<file path="src/rtl/memory_arbiter.sv">
// Arbitrates the single rv32i word-memory port between instruction fetch and load/store.
// One transaction in flight; round-robin on collisions; every output is a register.
module memory_arbiter #(
  parameter int unsigned ADDR_WIDTH   = 32,
  parameter int unsigned DATA_WIDTH   = 32,
  parameter int unsigned READ_LATENCY = 1
) (
  input  logic                  clock,
  input  logic                  reset_n,
  input  logic                  fetch_req,
  input  logic [ADDR_WIDTH-1:0] fetch_addr,
  output logic                  fetch_grant,
  output logic                  fetch_valid,
  output logic [DATA_WIDTH-1:0] fetch_data,
  input  logic                  data_req,
  input  logic                  data_we,
  input  logic [ADDR_WIDTH-1:0] data_addr,
  input  logic [DATA_WIDTH-1:0] data_wdata,
  output logic                  data_grant,
  output logic                  data_valid,
  output logic [DATA_WIDTH-1:0] data_rdata,
  output logic                  mem_read_enable,
  output logic [ADDR_WIDTH-1:0] mem_read_address,
  input  logic [DATA_WIDTH-1:0] mem_read_value,
  output logic                  mem_write_enable,
  output logic [ADDR_WIDTH-1:0] mem_write_address,
  output logic [DATA_WIDTH-1:0] mem_write_value
);

  localparam int unsigned CNT_W = 3;
  localparam logic [CNT_W-1:0] LAST_CNT = CNT_W'(READ_LATENCY - 1);

  typedef enum logic [1:0] {
    S_IDLE  = 2'd0,
    S_ISSUE = 2'd1,
    S_WAIT  = 2'd2,
    S_RESP  = 2'd3
  } state_t;

  state_t                r_state,  w_state;
  logic [CNT_W-1:0]      r_cnt,    w_cnt;
  logic                  r_ptr_data, w_ptr_data;
  logic                  r_is_data,  w_is_data;
  logic                  r_is_store, w_is_store;
  logic                  w_pick_data;

  logic                  r_fetch_grant, w_fetch_grant;
  logic                  r_fetch_valid, w_fetch_valid;
  logic [DATA_WIDTH-1:0] r_fetch_data,  w_fetch_data;
  logic                  r_data_grant,  w_data_grant;
  logic                  r_data_valid,  w_data_valid;
  logic [DATA_WIDTH-1:0] r_data_rdata,  w_data_rdata;
  logic                  r_mem_ren,     w_mem_ren;
  logic [ADDR_WIDTH-1:0] r_mem_raddr,   w_mem_raddr;
  logic                  r_mem_wen,     w_mem_wen;
  logic [ADDR_WIDTH-1:0] r_mem_waddr,   w_mem_waddr;
  logic [DATA_WIDTH-1:0] r_mem_wval,    w_mem_wval;

  // Next-state and next-output logic; outputs are computed one cycle ahead and registered.
  always_comb begin
    w_state       = r_state;
    w_cnt         = r_cnt;
    w_ptr_data    = r_ptr_data;
    w_is_data     = r_is_data;
    w_is_store    = r_is_store;
    w_pick_data   = data_req && (!fetch_req || r_ptr_data);
    w_fetch_grant = 1'b0;
    w_fetch_valid = 1'b0;
    w_fetch_data  = r_fetch_data;
    w_data_grant  = 1'b0;
    w_data_valid  = 1'b0;
    w_data_rdata  = r_data_rdata;
    w_mem_ren     = 1'b0;
    w_mem_raddr   = r_mem_raddr;
    w_mem_wen     = 1'b0;
    w_mem_waddr   = r_mem_waddr;
    w_mem_wval    = r_mem_wval;

    case (r_state)
      S_IDLE: begin
        if (fetch_req || data_req) begin
          w_state    = S_ISSUE;
          w_cnt      = '0;
          w_is_data  = w_pick_data;
          w_is_store = w_pick_data && data_we;
          if (w_pick_data) begin
            w_data_grant = 1'b1;
            w_mem_raddr  = data_addr;
            if (data_we) begin
              w_mem_wen   = 1'b1;
              w_mem_waddr = data_addr;
              w_mem_wval  = data_wdata;
            end else begin
              w_mem_ren = 1'b1;
            end
          end else begin
            w_fetch_grant = 1'b1;
            w_mem_ren     = 1'b1;
            w_mem_raddr   = fetch_addr;
          end
        end
      end
      S_ISSUE: begin
        // Stores commit on the strobe edge, so they skip the read wait.
        if (r_is_store) begin
          w_state      = S_RESP;
          w_data_valid = 1'b1;
        end else begin
          w_state = S_WAIT;
        end
      end
      S_WAIT: begin
        if (r_cnt == LAST_CNT) begin
          w_state = S_RESP;
          w_cnt   = '0;
          if (r_is_data) begin
            w_data_valid = 1'b1;
            w_data_rdata = mem_read_value;
          end else begin
            w_fetch_valid = 1'b1;
            w_fetch_data  = mem_read_value;
          end
        end else begin
          w_cnt = CNT_W'(r_cnt + 1'b1);
        end
      end
      S_RESP: begin
        w_state    = S_IDLE;
        w_ptr_data = !r_is_data;
      end
      default: w_state = S_IDLE;
    endcase
  end

  always_ff @(posedge clock) begin
    if (!reset_n) begin
      r_state       <= S_IDLE;
      r_cnt         <= '0;
      r_ptr_data    <= 1'b0;
      r_is_data     <= 1'b0;
      r_is_store    <= 1'b0;
      r_fetch_grant <= 1'b0;
      r_fetch_valid <= 1'b0;
      r_fetch_data  <= '0;
      r_data_grant  <= 1'b0;
      r_data_valid  <= 1'b0;
      r_data_rdata  <= '0;
      r_mem_ren     <= 1'b0;
      r_mem_raddr   <= '0;
      r_mem_wen     <= 1'b0;
      r_mem_waddr   <= '0;
      r_mem_wval    <= '0;
    end else begin
      r_state       <= w_state;
      r_cnt         <= w_cnt;
      r_ptr_data    <= w_ptr_data;
      r_is_data     <= w_is_data;
      r_is_store    <= w_is_store;
      r_fetch_grant <= w_fetch_grant;
      r_fetch_valid <= w_fetch_valid;
      r_fetch_data  <= w_fetch_data;
      r_data_grant  <= w_data_grant;
      r_data_valid  <= w_data_valid;
      r_data_rdata  <= w_data_rdata;
      r_mem_ren     <= w_mem_ren;
      r_mem_raddr   <= w_mem_raddr;
      r_mem_wen     <= w_mem_wen;
      r_mem_waddr   <= w_mem_waddr;
      r_mem_wval    <= w_mem_wval;
    end
  end

  assign fetch_grant       = r_fetch_grant;
  assign fetch_valid       = r_fetch_valid;
  assign fetch_data        = r_fetch_data;
  assign data_grant        = r_data_grant;
  assign data_valid        = r_data_valid;
  assign data_rdata        = r_data_rdata;
  assign mem_read_enable   = r_mem_ren;
  assign mem_read_address  = r_mem_raddr;
  assign mem_write_enable  = r_mem_wen;
  assign mem_write_address = r_mem_waddr;
  assign mem_write_value   = r_mem_wval;

endmodule

</file>
<file path="config.mk">
export PLATFORM = sky130hd
export DESIGN_NAME = memory_arbiter
export DESIGN_NICKNAME = d
export VERILOG_FILES = /design/src/rtl/memory_arbiter.sv
export SDC_FILE = /design/constraint.sdc
export NUM_CORES = 1
export LEC_CHECK = 0
export CORE_MARGIN = 1.5
export CORE_UTILIZATION = 45
export CTS_CLUSTER_DIAMETER = 50
export DETAILED_ROUTE_END_ITERATION = 7
export PLACE_DENSITY = 0.91
export SLEW_MARGIN = 40
export SYNTH_ARGS = -nofsm -noshare
export SYNTH_HDL_FRONTEND = slang
export SYNTH_SLANG_ARGS = --single-unit
</file>
<file path="constraint.sdc">
create_clock -name clock -period 2.7 [get_ports clock]
set_input_delay 0.405 -clock clock [delete_from_list [all_inputs] [get_ports clock]]
set_output_delay 0.405 -clock clock [all_outputs]
set_load 0.005 [all_outputs]
</file>
# After elaboration in Yosys (flattened, before gate mapping)
# Index checks and enable logic that the tools add are counted.
# op_classes
n_eq_ne	5
reduce_logical	18
mux	18
n_bitwise	1
addsub	1
# op_table
cell	count
32-bit two-way mux	1
3-bit AND reduction	4
1-bit two-way mux	10
2-bit case mux with 4 select lines	1
4-bit AND reduction	2
3-bit two-way mux	2
3-bit case mux with 2 select lines	1
2-bit AND reduction	3
2-bit == test (second input constant)	2
2-bit two-way mux	2
2-bit != test (second input constant)	2
3-bit by 1-bit adder with 3-bit output (second input constant)	1
3-bit logical NOT	1
2-bit by 1-bit == test with 1-bit output (second input constant)	1
1-bit logical AND	2
1-bit logical NOT	2
2-bit logical NOT	1
1-bit logical OR	2
1-bit case mux with 2 select lines	1
2-bit nonzero test	1
1-bit inverter	1
# word_totals
out_inout_bits	166
ff_bits	174
elab_cells	59
inputBits	133

# Logic depth before layout (Yosys ltp)
# depth
word_depth	4
ltp_mapped	8
mapped_depth_nobuf	5

# Worst setup path before layout
# OpenSTA, ideal clock, no wires.
# synth_path
path_type	reg-to-reg
from	register r_state[0]
to	register r_cnt[2]
setup_time_ns	0.070
period_less_slack_ns	1.582
required_ns	2.630
arrival_time_ns	1.512
path_slack_ns	1.118
path_stages_with_launch	6
path_buffers	0
cell_sequence	dfxtp_1 inv_1 ha_1 nor3b_1 or4b_1 a21oi_1
# synth_via
elab_chain_cells	3
word_cells_on_any_way	6
classes_between	eq/ne (2); mux (1); reduce/logical (3)
# synth_lines
element	line_no	text
from (decl)	40	state_t r_state, w_state;
from (signal assigned)	154	r_state <= w_state;
2-bit == test / 2-bit logical NOT (equally long branches)	79	case (r_state)
2-bit nonzero test (no line) / 2-bit != test (equally long branches)	n/a	
2-bit AND reduction (no line)	n/a	
to (signal assigned)	155	r_cnt <= w_cnt;
to (decl)	41	logic [CNT_W-1:0] r_cnt, w_cnt;
# Several ways; a longest one is shown, not always the timed one.
# A chain may end at the register's enable or synchronous reset.

# Worst setup path in the final report
# layout_path
from	register r_state[0]
to	register r_fetch_data[13], in the netlist fetch_data[13]
# layout_via
elab_chain_cells	2
# layout_lines
element	line_no	text
2-bit == test	79	
3-bit AND reduction (no line)	n/a	
to (signal assigned)	161	r_fetch_data <= w_fetch_data;
to (decl)	49	logic [DATA_WIDTH-1:0] r_fetch_data, w_fetch_data;
# No other way between the ends.

==> flow_summary.toml <==
[routing]
wl_met3_mm = 2.04
route.vias.total = 6699
routed_wl_mm = 20.6
avgRoutedWirePerCell_um = 16.5
drt-initial-drc-count = 405
wl_met2_mm = 9.99
routed_via_density = 5.36
wl_met1_mm = 7.86
postRouteAntennaNets = 0
drc = 19
top_layer = "met4"
drtPass1Iterations = 8

[floorplanning]
dieArea_um2 = 15800
boundaryPins = 299
start_util_pct = 46.4
die_y_um = 126
die_x_um = 126
core_area_um2 = 14600
num_rows = 44

[final_layout]
diodes = 0
drive_above_1_share_pct = 5.07
area_growth_pct = 53.4
finalNetCount = 1193

[clock_tree]
cts-root-buf = "clkbuf_16"
clock-sinks = 174
cts_tree = "yes"
postCtsHoldBufs = 0
htree_levels = 4
post_cts_buffers = 0
cts-resized-gates = 0
clkTransAtPathRegs_ns = 0.06
cts_buffers = 17
clock_path_buffers = 2
clk-insertion-delay-late_ns = 0.42

[yosys]
syn-mean-instance-area_um2 = 8.63
ys_seq_area_share_pct = 51.3
netlist-cell-type-count = 32
synth-edff-count = 0
ys_ff_latch = 174
synth_ff_type = "dfxtp_1"
syn-cell-area_um2 = 6790
synth_nets = 927
syn_inst = 787
async_reset_ff_share_pct = 0
yosys_warnings = 0

[critical_path]
cp-end-kind = "flip-flop"
worstPathMaxFanout = 24
critical_path_class = "flip-flop to flip-flop"
startpoint_type = "flip-flop"
crit_arrival_ns = 2.37
required_ns = 2.99

[power]
combPwrFrac_pct = 29.1
pwr-share-seq_pct = 41.0
switching_power_mw = 2.29
ir_worst_vdd_mv = 0.517
p_leak_nw = 3.77
swShare_pct = 29.9
powerDensity_nw_per_um2 = 736
power.internal_mw = 5.38
clockPowerShare_pct = 29.9

[grt]
grt_max_degree = 87
grtUsageTotal_pct = 26.1
grt_pass1_wl_mm = 33.2
grt_pass1_vias = 6698
antenna_found_initial = 0
gr-total-overflow = 0

[placement]
dp_hpwl_mm = 14.5
place_ws_ns = 0.588
io_buffers = 298
routabilityCongestion = 0.832

[sta]
min_period_ns = 2.08
slew_headroom_pct = 53.8
setup_violations = 0
rsz0062_at_grt = "no"
slew_viol_final = 0
fmaxAchievable_ghz = 0.481
tightestPinTransition_ns = 0.691
setup_tns_ns = 0
finClkSkew_ns = 0.00795
setup_slack_ns = 0.621
hold_viol = 0
finalCritPeriodShare_pct = 77.0

[hold_path]
hp-class = "flip-flop to flip-flop"

[run]
drv_cap = 0

[status]
violations = "design-rule violations"
status = "finished, violations left"
[cells in the final DEF (no fill, tap or decap), types with 4 or more instances in the layout]
cell             netlist  layout
clkdlybuf4s50_1        0     297
dfxtp_1              174     174
nand2_1              168     168
o21ai_0              129     129
mux2i_1               69      69
nand3_1               66      66
a21oi_1               37      37
a31oi_1               32      32
buf_4                  1      18
clkbuf_16              0      17
inv_1                  7       7
ha_1                   7       7
nand2b_1               4       4
nor2_1                 4       4
inv_6                  0       4
clkinvlp_4             0       4
[kinds of logic after synthesis]
| family | count (synthesis) | synth area share (%) |
|---|---|---|
| compound gates | 205 | 16.0 |
| fa+ha+maj | 7 | 1.29 |
| buf+inv | 78 | 5.14 |
| flops | 174 | 51.3 |
| mux | 69 | 10.2 |
| simple gates | 254 | 16.1 |
[critical path, stage by stage, from the launching register on]
cell and delay [ns]:
dfxtp_1 0.34, inv_1 0.13, ha_1 0.39, nand4bb_2 0.53
buf_4 0.38, nand3_1 0.10, o21ai_0 0.09
[metal layers]
layer	global-route usage (%)	vias to the layer above
met3	9.43	53
li1	-	3249
met1	28.4	3079
met5	0	-
met2	45.4	318
met4	11.9	0
[power by group through the flow]
| stage | combinational [mW] | clock (mW) | sequential [mW] |
|---|---|---|---|
| floorplan | 1.00 | 0 | 3.19 |
| global placement | 2.15 | 0 | 3.17 |
| detailed placement | 2.21 | 0 | 3.18 |
| CTS | 2.23 | 2.34 | 3.14 |
| global route | 2.42 | 2.45 | 3.18 |
| finish | 2.23 | 2.29 | 3.14 |
[synthesized netlist by cell type (all sizes together) (2+ instances only)]
cell type,count,area share [%]
buf,23,2.1
mux2i,69,10
nand2b,4,0.37
a31oi,32,2.9
and2,2,0.18
nand4,2,0.18
o21ai,130,9.6
o21a,2,0.22
a21oi,37,2.7
nand3,66,4.9
nor2,4,0.22
clkbuf,48,2.7
inv,7,0.39
nor3,2,0.22
dfxtp,174,51
nand2,168,9.3
ha,7,1.3
[final timing paths]
path                                        endpoint  cells past startpoint                                from  slack, ns
setup / recovery         fetch_data[13]$_SDFFE_PN0P_                      6             r_state[0]$_SDFFE_PN0P_       0.62
hold / removal    mem_write_address[26]$_SDFFE_PN0P_                      2  mem_write_address[26]$_SDFFE_PN0P_       0.46
setup reg to reg         fetch_data[13]$_SDFFE_PN0P_                      6             r_state[0]$_SDFFE_PN0P_       0.62
hold reg to reg   mem_write_address[26]$_SDFFE_PN0P_                      2  mem_write_address[26]$_SDFFE_PN0P_       0.46
[sequential cells by signal, indices dropped and copies added (netlist names)]
register           cells
data_grant             1
data_rdata            32
data_valid             1
fetch_data            32
fetch_grant            1
fetch_valid            1
mem_read_address      32
mem_read_enable        1
mem_write_address     32
mem_write_enable       1
mem_write_value       32
r_cnt                  3
r_is_data              1
r_is_store             1
r_ptr_data             1
r_state                2
[metrics by stage]
stage	total power [mW]	cell area [µm²]	utilization (%)	hold slack, ns	cells
after floorplan	4.19	6790	-	0.437	787
after global placement	5.33	9870	67.4	0.440	1218
after detailed placement	5.39	9870	67.4	0.446	1218
after CTS	7.70	10400	71.1	0.458	1249
after global routing	8.06	10400	71.1	0.473	1249
final	7.67	10400	71.1	0.457	1249
[final cells by class]
cell class / instances / area [µm²]
sequential: 174 / 3480
clock buffer: 19 / 433
inverter: 7 / 26.3
multi-input combinational: 535 / 2970
clock inverter: 12 / 114
timing repair buffer: 318 / 3160
tap: 184 / 230
fill: 1079 / 4230
Power figures use the tool's default switching activity.
